--- src/rtl/program_loader_if.sv ---
// Loader bus: host start/byte stream in, program-memory write port and CPU status out.
// The loader drives through 'master'; the host/memory/CPU side connects through 'slave'.
interface program_loader_if #(
    parameter int ADDR_W = 4
);
    logic              load_start;
    logic [7:0]        in_data;
    logic              in_valid;
    logic              in_ready;
    logic              mem_we;
    logic [ADDR_W-1:0] mem_addr;
    logic [15:0]       mem_wdata;
    logic              cpu_hold;
    logic              done;
    logic              err;

    modport master (
        input  load_start, in_data, in_valid,
        output in_ready, mem_we, mem_addr, mem_wdata, cpu_hold, done, err
    );

    modport slave (
        output load_start, in_data, in_valid,
        input  in_ready, mem_we, mem_addr, mem_wdata, cpu_hold, done, err
    );
endinterface

--- src/rtl/program_loader.sv ---
// Instruction-store writer: parses a COUNT/data/CHK byte frame, writes 16-bit words,
// NOP-fills the tail and releases the CPU only once the frame checksum is verified.
module program_loader #(
    parameter int ADDR_W = 4,
    parameter int DEPTH  = 16
) (
    input  logic              clk,
    input  logic              rst_n,
    program_loader_if.master  bus
);
    typedef enum logic [2:0] {IDLE, COUNT, HI, LO, CHK, FILL, DONE, ERR} state_t;

    localparam logic [ADDR_W:0] DEPTH_C = (ADDR_W+1)'(DEPTH);

    state_t            state_q;
    logic [ADDR_W:0]   n_q, cnt_q;
    logic [7:0]        hi_q, sum_q;
    logic              in_ready_q, mem_we_q, cpu_hold_q, done_q, err_q;
    logic [ADDR_W-1:0] mem_addr_q;
    logic [15:0]       mem_wdata_q;

    logic              accept;
    logic [7:0]        sum_d;
    logic [ADDR_W:0]   cnt_d;

    assign accept = bus.in_valid && in_ready_q;
    assign sum_d  = sum_q + bus.in_data;
    assign cnt_d  = cnt_q + 1'b1;

    always_ff @(posedge clk or negedge rst_n) begin
        if (!rst_n) begin
            state_q     <= IDLE;
            n_q         <= '0;
            cnt_q       <= '0;
            hi_q        <= '0;
            sum_q       <= '0;
            in_ready_q  <= 1'b0;
            mem_we_q    <= 1'b0;
            mem_addr_q  <= '0;
            mem_wdata_q <= '0;
            cpu_hold_q  <= 1'b1;
            done_q      <= 1'b0;
            err_q       <= 1'b0;
        end else begin
            mem_we_q <= 1'b0;
            done_q   <= 1'b0;
            if (bus.load_start) begin
                // A low byte accepted this same cycle still lands in memory.
                if (state_q == LO && accept) begin
                    mem_we_q    <= 1'b1;
                    mem_addr_q  <= cnt_q[ADDR_W-1:0];
                    mem_wdata_q <= {hi_q, bus.in_data};
                end
                state_q    <= COUNT;
                in_ready_q <= 1'b1;
                err_q      <= 1'b0;
                sum_q      <= '0;
                cnt_q      <= '0;
                cpu_hold_q <= 1'b1;
            end else begin
                case (state_q)
                    IDLE: ;
                    COUNT: if (accept) begin
                        sum_q <= sum_d;
                        if (bus.in_data == 8'd0 || bus.in_data > 8'(DEPTH)) begin
                            state_q    <= ERR;
                            in_ready_q <= 1'b0;
                            err_q      <= 1'b1;
                        end else begin
                            n_q     <= bus.in_data[ADDR_W:0];
                            cnt_q   <= '0;
                            state_q <= HI;
                        end
                    end
                    HI: if (accept) begin
                        sum_q   <= sum_d;
                        hi_q    <= bus.in_data;
                        state_q <= LO;
                    end
                    LO: if (accept) begin
                        sum_q       <= sum_d;
                        mem_we_q    <= 1'b1;
                        mem_addr_q  <= cnt_q[ADDR_W-1:0];
                        mem_wdata_q <= {hi_q, bus.in_data};
                        cnt_q       <= cnt_d;
                        state_q     <= (cnt_d == n_q) ? CHK : HI;
                    end
                    CHK: if (accept) begin
                        sum_q      <= sum_d;
                        in_ready_q <= 1'b0;
                        if (sum_d != 8'd0) begin
                            state_q <= ERR;
                            err_q   <= 1'b1;
                        end else if (n_q == DEPTH_C) begin
                            state_q    <= DONE;
                            done_q     <= 1'b1;
                            cpu_hold_q <= 1'b0;
                        end else begin
                            state_q <= FILL;
                        end
                    end
                    // cnt_q enters at N; the cycle after the last NOP write raises done.
                    FILL: if (cnt_q == DEPTH_C) begin
                        state_q    <= DONE;
                        done_q     <= 1'b1;
                        cpu_hold_q <= 1'b0;
                    end else begin
                        mem_we_q    <= 1'b1;
                        mem_addr_q  <= cnt_q[ADDR_W-1:0];
                        mem_wdata_q <= 16'h0000;
                        cnt_q       <= cnt_d;
                    end
                    DONE:    state_q <= IDLE;
                    ERR:     ;
                    default: state_q <= IDLE;
                endcase
            end
        end
    end

    assign bus.in_ready  = in_ready_q;
    assign bus.mem_we    = mem_we_q;
    assign bus.mem_addr  = mem_addr_q;
    assign bus.mem_wdata = mem_wdata_q;
    assign bus.cpu_hold  = cpu_hold_q;
    assign bus.done      = done_q;
    assign bus.err       = err_q;
endmodule

--- src/flat_wrapper.sv ---
// flat-port wrapper written by rule: the top's interface ports become plain ports
module program_loader_flat 
#(
    parameter int ADDR_W = 4,
    parameter int DEPTH  = 16
)
  (clk, rst_n, bus_load_start, bus_in_data, bus_in_valid, bus_in_ready, bus_mem_we, bus_mem_addr, bus_mem_wdata, bus_cpu_hold, bus_done, bus_err);
  program_loader_if #(.ADDR_W(ADDR_W)) bus_i ();
  input  logic clk;
  input  logic rst_n;
  input wire logic [$bits(bus_i.load_start)-1:0] bus_load_start;
  input wire logic [$bits(bus_i.in_data)-1:0] bus_in_data;
  input wire logic [$bits(bus_i.in_valid)-1:0] bus_in_valid;
  output wire logic [$bits(bus_i.in_ready)-1:0] bus_in_ready;
  output wire logic [$bits(bus_i.mem_we)-1:0] bus_mem_we;
  output wire logic [$bits(bus_i.mem_addr)-1:0] bus_mem_addr;
  output wire logic [$bits(bus_i.mem_wdata)-1:0] bus_mem_wdata;
  output wire logic [$bits(bus_i.cpu_hold)-1:0] bus_cpu_hold;
  output wire logic [$bits(bus_i.done)-1:0] bus_done;
  output wire logic [$bits(bus_i.err)-1:0] bus_err;
  assign bus_i.load_start = bus_load_start;
  assign bus_i.in_data = bus_in_data;
  assign bus_i.in_valid = bus_in_valid;
  assign bus_in_ready = bus_i.in_ready;
  assign bus_mem_we = bus_i.mem_we;
  assign bus_mem_addr = bus_i.mem_addr;
  assign bus_mem_wdata = bus_i.mem_wdata;
  assign bus_cpu_hold = bus_i.cpu_hold;
  assign bus_done = bus_i.done;
  assign bus_err = bus_i.err;
  program_loader #(.ADDR_W(ADDR_W), .DEPTH(DEPTH)) u_core (.clk(clk), .rst_n(rst_n), .bus(bus_i));
endmodule
--- config.mk ---
export PLATFORM = sky130hd
export DESIGN_NAME = program_loader_flat
export DESIGN_NICKNAME = d
export VERILOG_FILES = /design/src/rtl/program_loader_if.sv /design/src/rtl/program_loader.sv /design/src/flat_wrapper.sv
export SDC_FILE = /design/constraint.sdc
export NUM_CORES = 1
export LEC_CHECK = 0
export ABC_AREA = 1
export BUFFER_PORTS_ARGS = -buffer_cell sky130_fd_sc_hd__buf_4
export CORE_UTILIZATION = 45
export DETAILED_ROUTE_END_ITERATION = 10
export MAX_ROUTING_LAYER = met4
export PLACE_DENSITY = 0.7
export SKIP_LAST_GASP = 1
export SLEW_MARGIN = 20
export SYNTH_ARGS = -nofsm -noshare
export SYNTH_HDL_FRONTEND = slang
export SYNTH_SLANG_ARGS = --single-unit
--- constraint.sdc ---
create_clock -name clk -period 2 [get_ports clk]
set_clock_uncertainty 0.1 [all_clocks]
set_input_delay 0.4 -clock clk [delete_from_list [all_inputs] [get_ports clk]]
set_output_delay 0.4 -clock clk [all_outputs]
set_load 0.005 [all_outputs]
==> results.rst <==
.. list-table::
   :header-rows: 1

   * - Metric
     - Value
   * - Simple logic cell fraction of the synthesized area
     - 0.271
   * - Crit share post-route
     - 1.06
   * - Post-route DRC violation count
     - 0
   * - Maximum number of pins on one net before global-route repair
     - 55
   * - Count of nets after finishing
     - 455
   * - Worst-skew pair later-pin latency
     - 310 ps
   * - CTS tree
     - yes
   * - Post-synthesis xor/xnor area fraction
     - 0.0270
   * - Clock edge transition at the registers on the reported setup and hold paths
     - 100 ps
   * - First-pass detailed-route iteration total
     - 4
   * - Number of antenna violations at the first check in global routing
     - 0
   * - Max Fclk
     - 470 MHz
   * - Placement-stage cell area
     - 3490 um^2
   * - Peak VDD IR
     - 0.810 mV
   * - Boundary pin count
     - 37
   * - Max Root-Sink Buffers
     - 2
   * - Worst Hold Class
     - in -> async
   * - Total nets after synthesis
     - 384
   * - Number of endpoints failing setup at the final stage
     - 5
   * - Storage element area
     - 1350 um^2
   * - Worst path setup slack after routing
     - -127 ps
   * - Overall power of the completed layout
     - 5060 uW
   * - Post-synthesis share of cell area spent on full adders, half adders and majority gates
     - 0.0455
   * - Worst path required time
     - 2110 ps
   * - Logic pwr share
     - 0.503
   * - Final HPWL from detailed placement
     - 4860 um
   * - Complex-gate fraction of the synthesized area
     - 0.101
   * - First-pass GRT wire length
     - 11,300 um
   * - Clock root cell
     - clkbuf_8
   * - Routed Wire Length
     - 6740 um
   * - Initial core utilization
     - 0.478
   * - Number of filler cells placed in the layout
     - 561
   * - Antenna fix cells
     - 0
   * - Power density over cell area
     - 1360 nW/um^2
   * - Distinct cell type count after synthesis
     - 32
   * - Share of layout cells above drive strength 1
     - 0.293
   * - Setup crit start kind
     - flop
   * - Via count of the first global-routing pass
     - 2,443
   * - Core Region
     - 6100 um^2
   * - Int Pwr
     - 3030 uW
   * - Worst Max-Slew Pin Slew
     - 691 ps
   * - Netlist area before placement
     - 2920 um^2
   * - Synthesized area per cell
     - 8.05 um^2
   * - RePlAce Congestion
     - 0.926
   * - Proportion of synthesized chip area in sequential cells
     - 0.464
   * - Part of the power in registers
     - 0.346
   * - Growth of design area from synthesis to finish
     - 27.8%
   * - Summed area of non-filler cells in the final layout
     - 3720 um^2
   * - Clk sink count
     - 54
   * - Source of the worst register-to-register timing path
     - u_core.sum_q[0]
   * - Yosys warnings
     - 0
   * - Leakage
     - 0.00192 uW
   * - Setup crit start
     - u_core.sum_q[0]
   * - Overflow left after global routing
     - 0
   * - Switch share
     - 0.401
   * - Flop and latch count out of synthesis
     - 54
   * - Category of the most critical setup path
     - reg -> reg
   * - Post-detailed-route via-to-cell ratio
     - 5.01
   * - Mapped Cells
     - 362
   * - Final-report hold violation count
     - 0
   * - Area of combinational cells with multiple inputs
     - 1410 um^2
   * - Number of routed nets with antenna violations
     - 0
   * - Post-synthesis mux area share
     - 0.00343
   * - Net switching power
     - 2030 uW
   * - Max-Cap Viols
     - 0
   * - Maximum level of the CTS H-tree
     - 2
   * - Shortest clock period the worst path allows after layout
     - 2130 ps
   * - Peak fanout along the critical path
     - 3
   * - Vias post-DR
     - 2,551
   * - Unrepaired setup endpoints after global routing
     - yes
   * - Drt first-iter violations
     - 136
   * - Port bufs
     - 36
   * - Share of total power in the clock network
     - 0.151
   * - Headroom to the max-slew limit
     - 0.539
   * - Status
     - finished, violations left
   * - Arr. time, crit path
     - 2230 ps
   * - Inserted Clock Buffers
     - 5
   * - Critical Path Sink Type
     - flop
   * - Die area
     - 6800 um^2
   * - Violated checks
     - setup timing
   * - Global routing usage summed across all routing layers
     - 0.228
   * - Average detailed-routed wire length per instance
     - 13.2 um
   * - Largest family of logic cells by synthesized area
     - simple AND/OR/NAND/NOR gates
   * - Die span in y
     - 82.5 um
   * - Count of pins over their slew limit
     - 0
   * - Die extent in x
     - 82.5 um
   * - Placement row count
     - 28
-- critical path, cell delays in order (launching register included) --
cell and delay, ps:
dfrtp_1 420, ha_4 180, fa_2 400, nand2_2 90
nand2_2 60, nand3_2 70, nand2_1 60, nand2_1 80
nand2_2 70, nor2_4 100, nand2_2 80, inv_2 70
nand2_2 50, a21oi_2 130, nor2_1 60
-- logic make-up (layout without fill, tap and decap cells) --
kind of cell / Yosys count / in the layout
DFF: 54 / 54
and+or+nand+nor: 171 / 171
muxes: 1 / 1
buffers and inverters: 65 / 137
AOI/OAI and AO/OA: 52 / 52
xor gates and xnor gates: 9 / 9
adders and majority gates: 10 / 10
-- placed cells by master, fill, tap and decap left out, types with 10 or more instances in the layout --
cell	count
buf_4	70
nand2_2	12
nor2_1	23
nand3_1	45
nand2_1	68
a21oi_1	10
o21ai_1	12
o21ai_0	17
dfrtp_1	52
inv_1	50
-- cell type report --
type                    instances  share of cell area
well taps                      75              0.0252
clock inverters                 3              0.0128
repair buffers                 70               0.141
clock buffers                   5              0.0185
flip-flops and latches         54               0.363
multi-input cells             243               0.379
inverters                      59              0.0601
-- power by group through the flow --
stage / Clock (uW) / Sequential [uW] / Combinational, uW
2_1_floorplan: 0 / 1730 / 1430
4_1_cts: 781 / 1750 / 2370
3_5_place_dp: 0 / 1770 / 2300
6_report: 764 / 1750 / 2540
5_1_grt: 830 / 1820 / 2850
3_3_place_gp: 0 / 1760 / 2270
-- state kept, by name, summed over array words and instances (netlist names) --
register,flops
u_core.state_q,3
u_core.bus.err,1
u_core.bus.mem_wdata,16
u_core.bus.cpu_hold,1
u_core.hi_q,8
u_core.sum_q,8
u_core.bus.done,1
u_core.bus.mem_we,1
u_core.bus.mem_addr,4
u_core.cnt_q,5
u_core.bus.in_ready,1
u_core.n_q,5
-- final timing paths --
kind / endpoint / slack, ps / cells past startpoint
min in group clk: u_core.bus.err / 230 / 2
worst max register to register: u_core.bus.err / -130 / 14
worst max-delay path: u_core.bus.err / -130 / 14
worst min-delay path: u_core.bus.mem_wdata[10] / 30 / 1
worst min register to register: u_core.bus.cpu_hold / 370 / 2
max in group asynchronous: u_core.cnt_q[0] / 1290 / 1
-- per-layer routing --
layer  share of wire  global-route usage  up-vias  wire (um)
met2            0.47               0.356       56       3180
met1            0.47               0.302     1181       3160
li1                -                   -     1302          -
met5               0                   -        -          0
met4           0.016              0.0759        0        105
met3           0.043              0.0363       12        293
-- metrics by stage --
stage	setup WS (ps)	cells	hold WS, ps	util	setup TNS (ps)
after CTS	-126	507	48.9	0.594	-390
final	-127	509	31.1	0.611	-502
after global placement	-200	497	358	0.572	-838
after floorplan	33.4	362	4.41	-	0
after detailed placement	-255	497	355	0.572	-1030
after global routing	-276	509	67.6	0.611	-1230
-- what timing repair did --
| action | 4_1_cts | 5_1_grt |
|---|---|---|
| setup buffers | 2 | 2 |
| pin swaps | 6 | 9 |
| hold buffers | 0 | 0 |
| setup endpoints to repair | 5 | 8 |
| resized for setup | 2 | 23 |
| endpoints found under the hold margin | 0 | 0 |
-- synth_stat cells (all sizes together) --
cell type / count / area [um^2]
nand4: 6 / 43.8
o21ai: 30 / 150
fa: 1 / 20.0
and3: 1 / 6.26
o22ai: 9 / 56.3
nand2: 81 / 327
dfstp: 1 / 26.3
or2: 1 / 6.26
xnor2: 3 / 26.3
inv: 59 / 224
a21oi: 13 / 87.6
dfrtp: 53 / 1330
xor2: 6 / 52.6
ha: 9 / 113
nor2: 30 / 133
mux2i: 1 / 10.0
clkbuf: 5 / 28.8
nand3: 50 / 260
buf: 1 / 3.75
nor3: 2 / 15.0
Power figures use the tool's default switching activity.
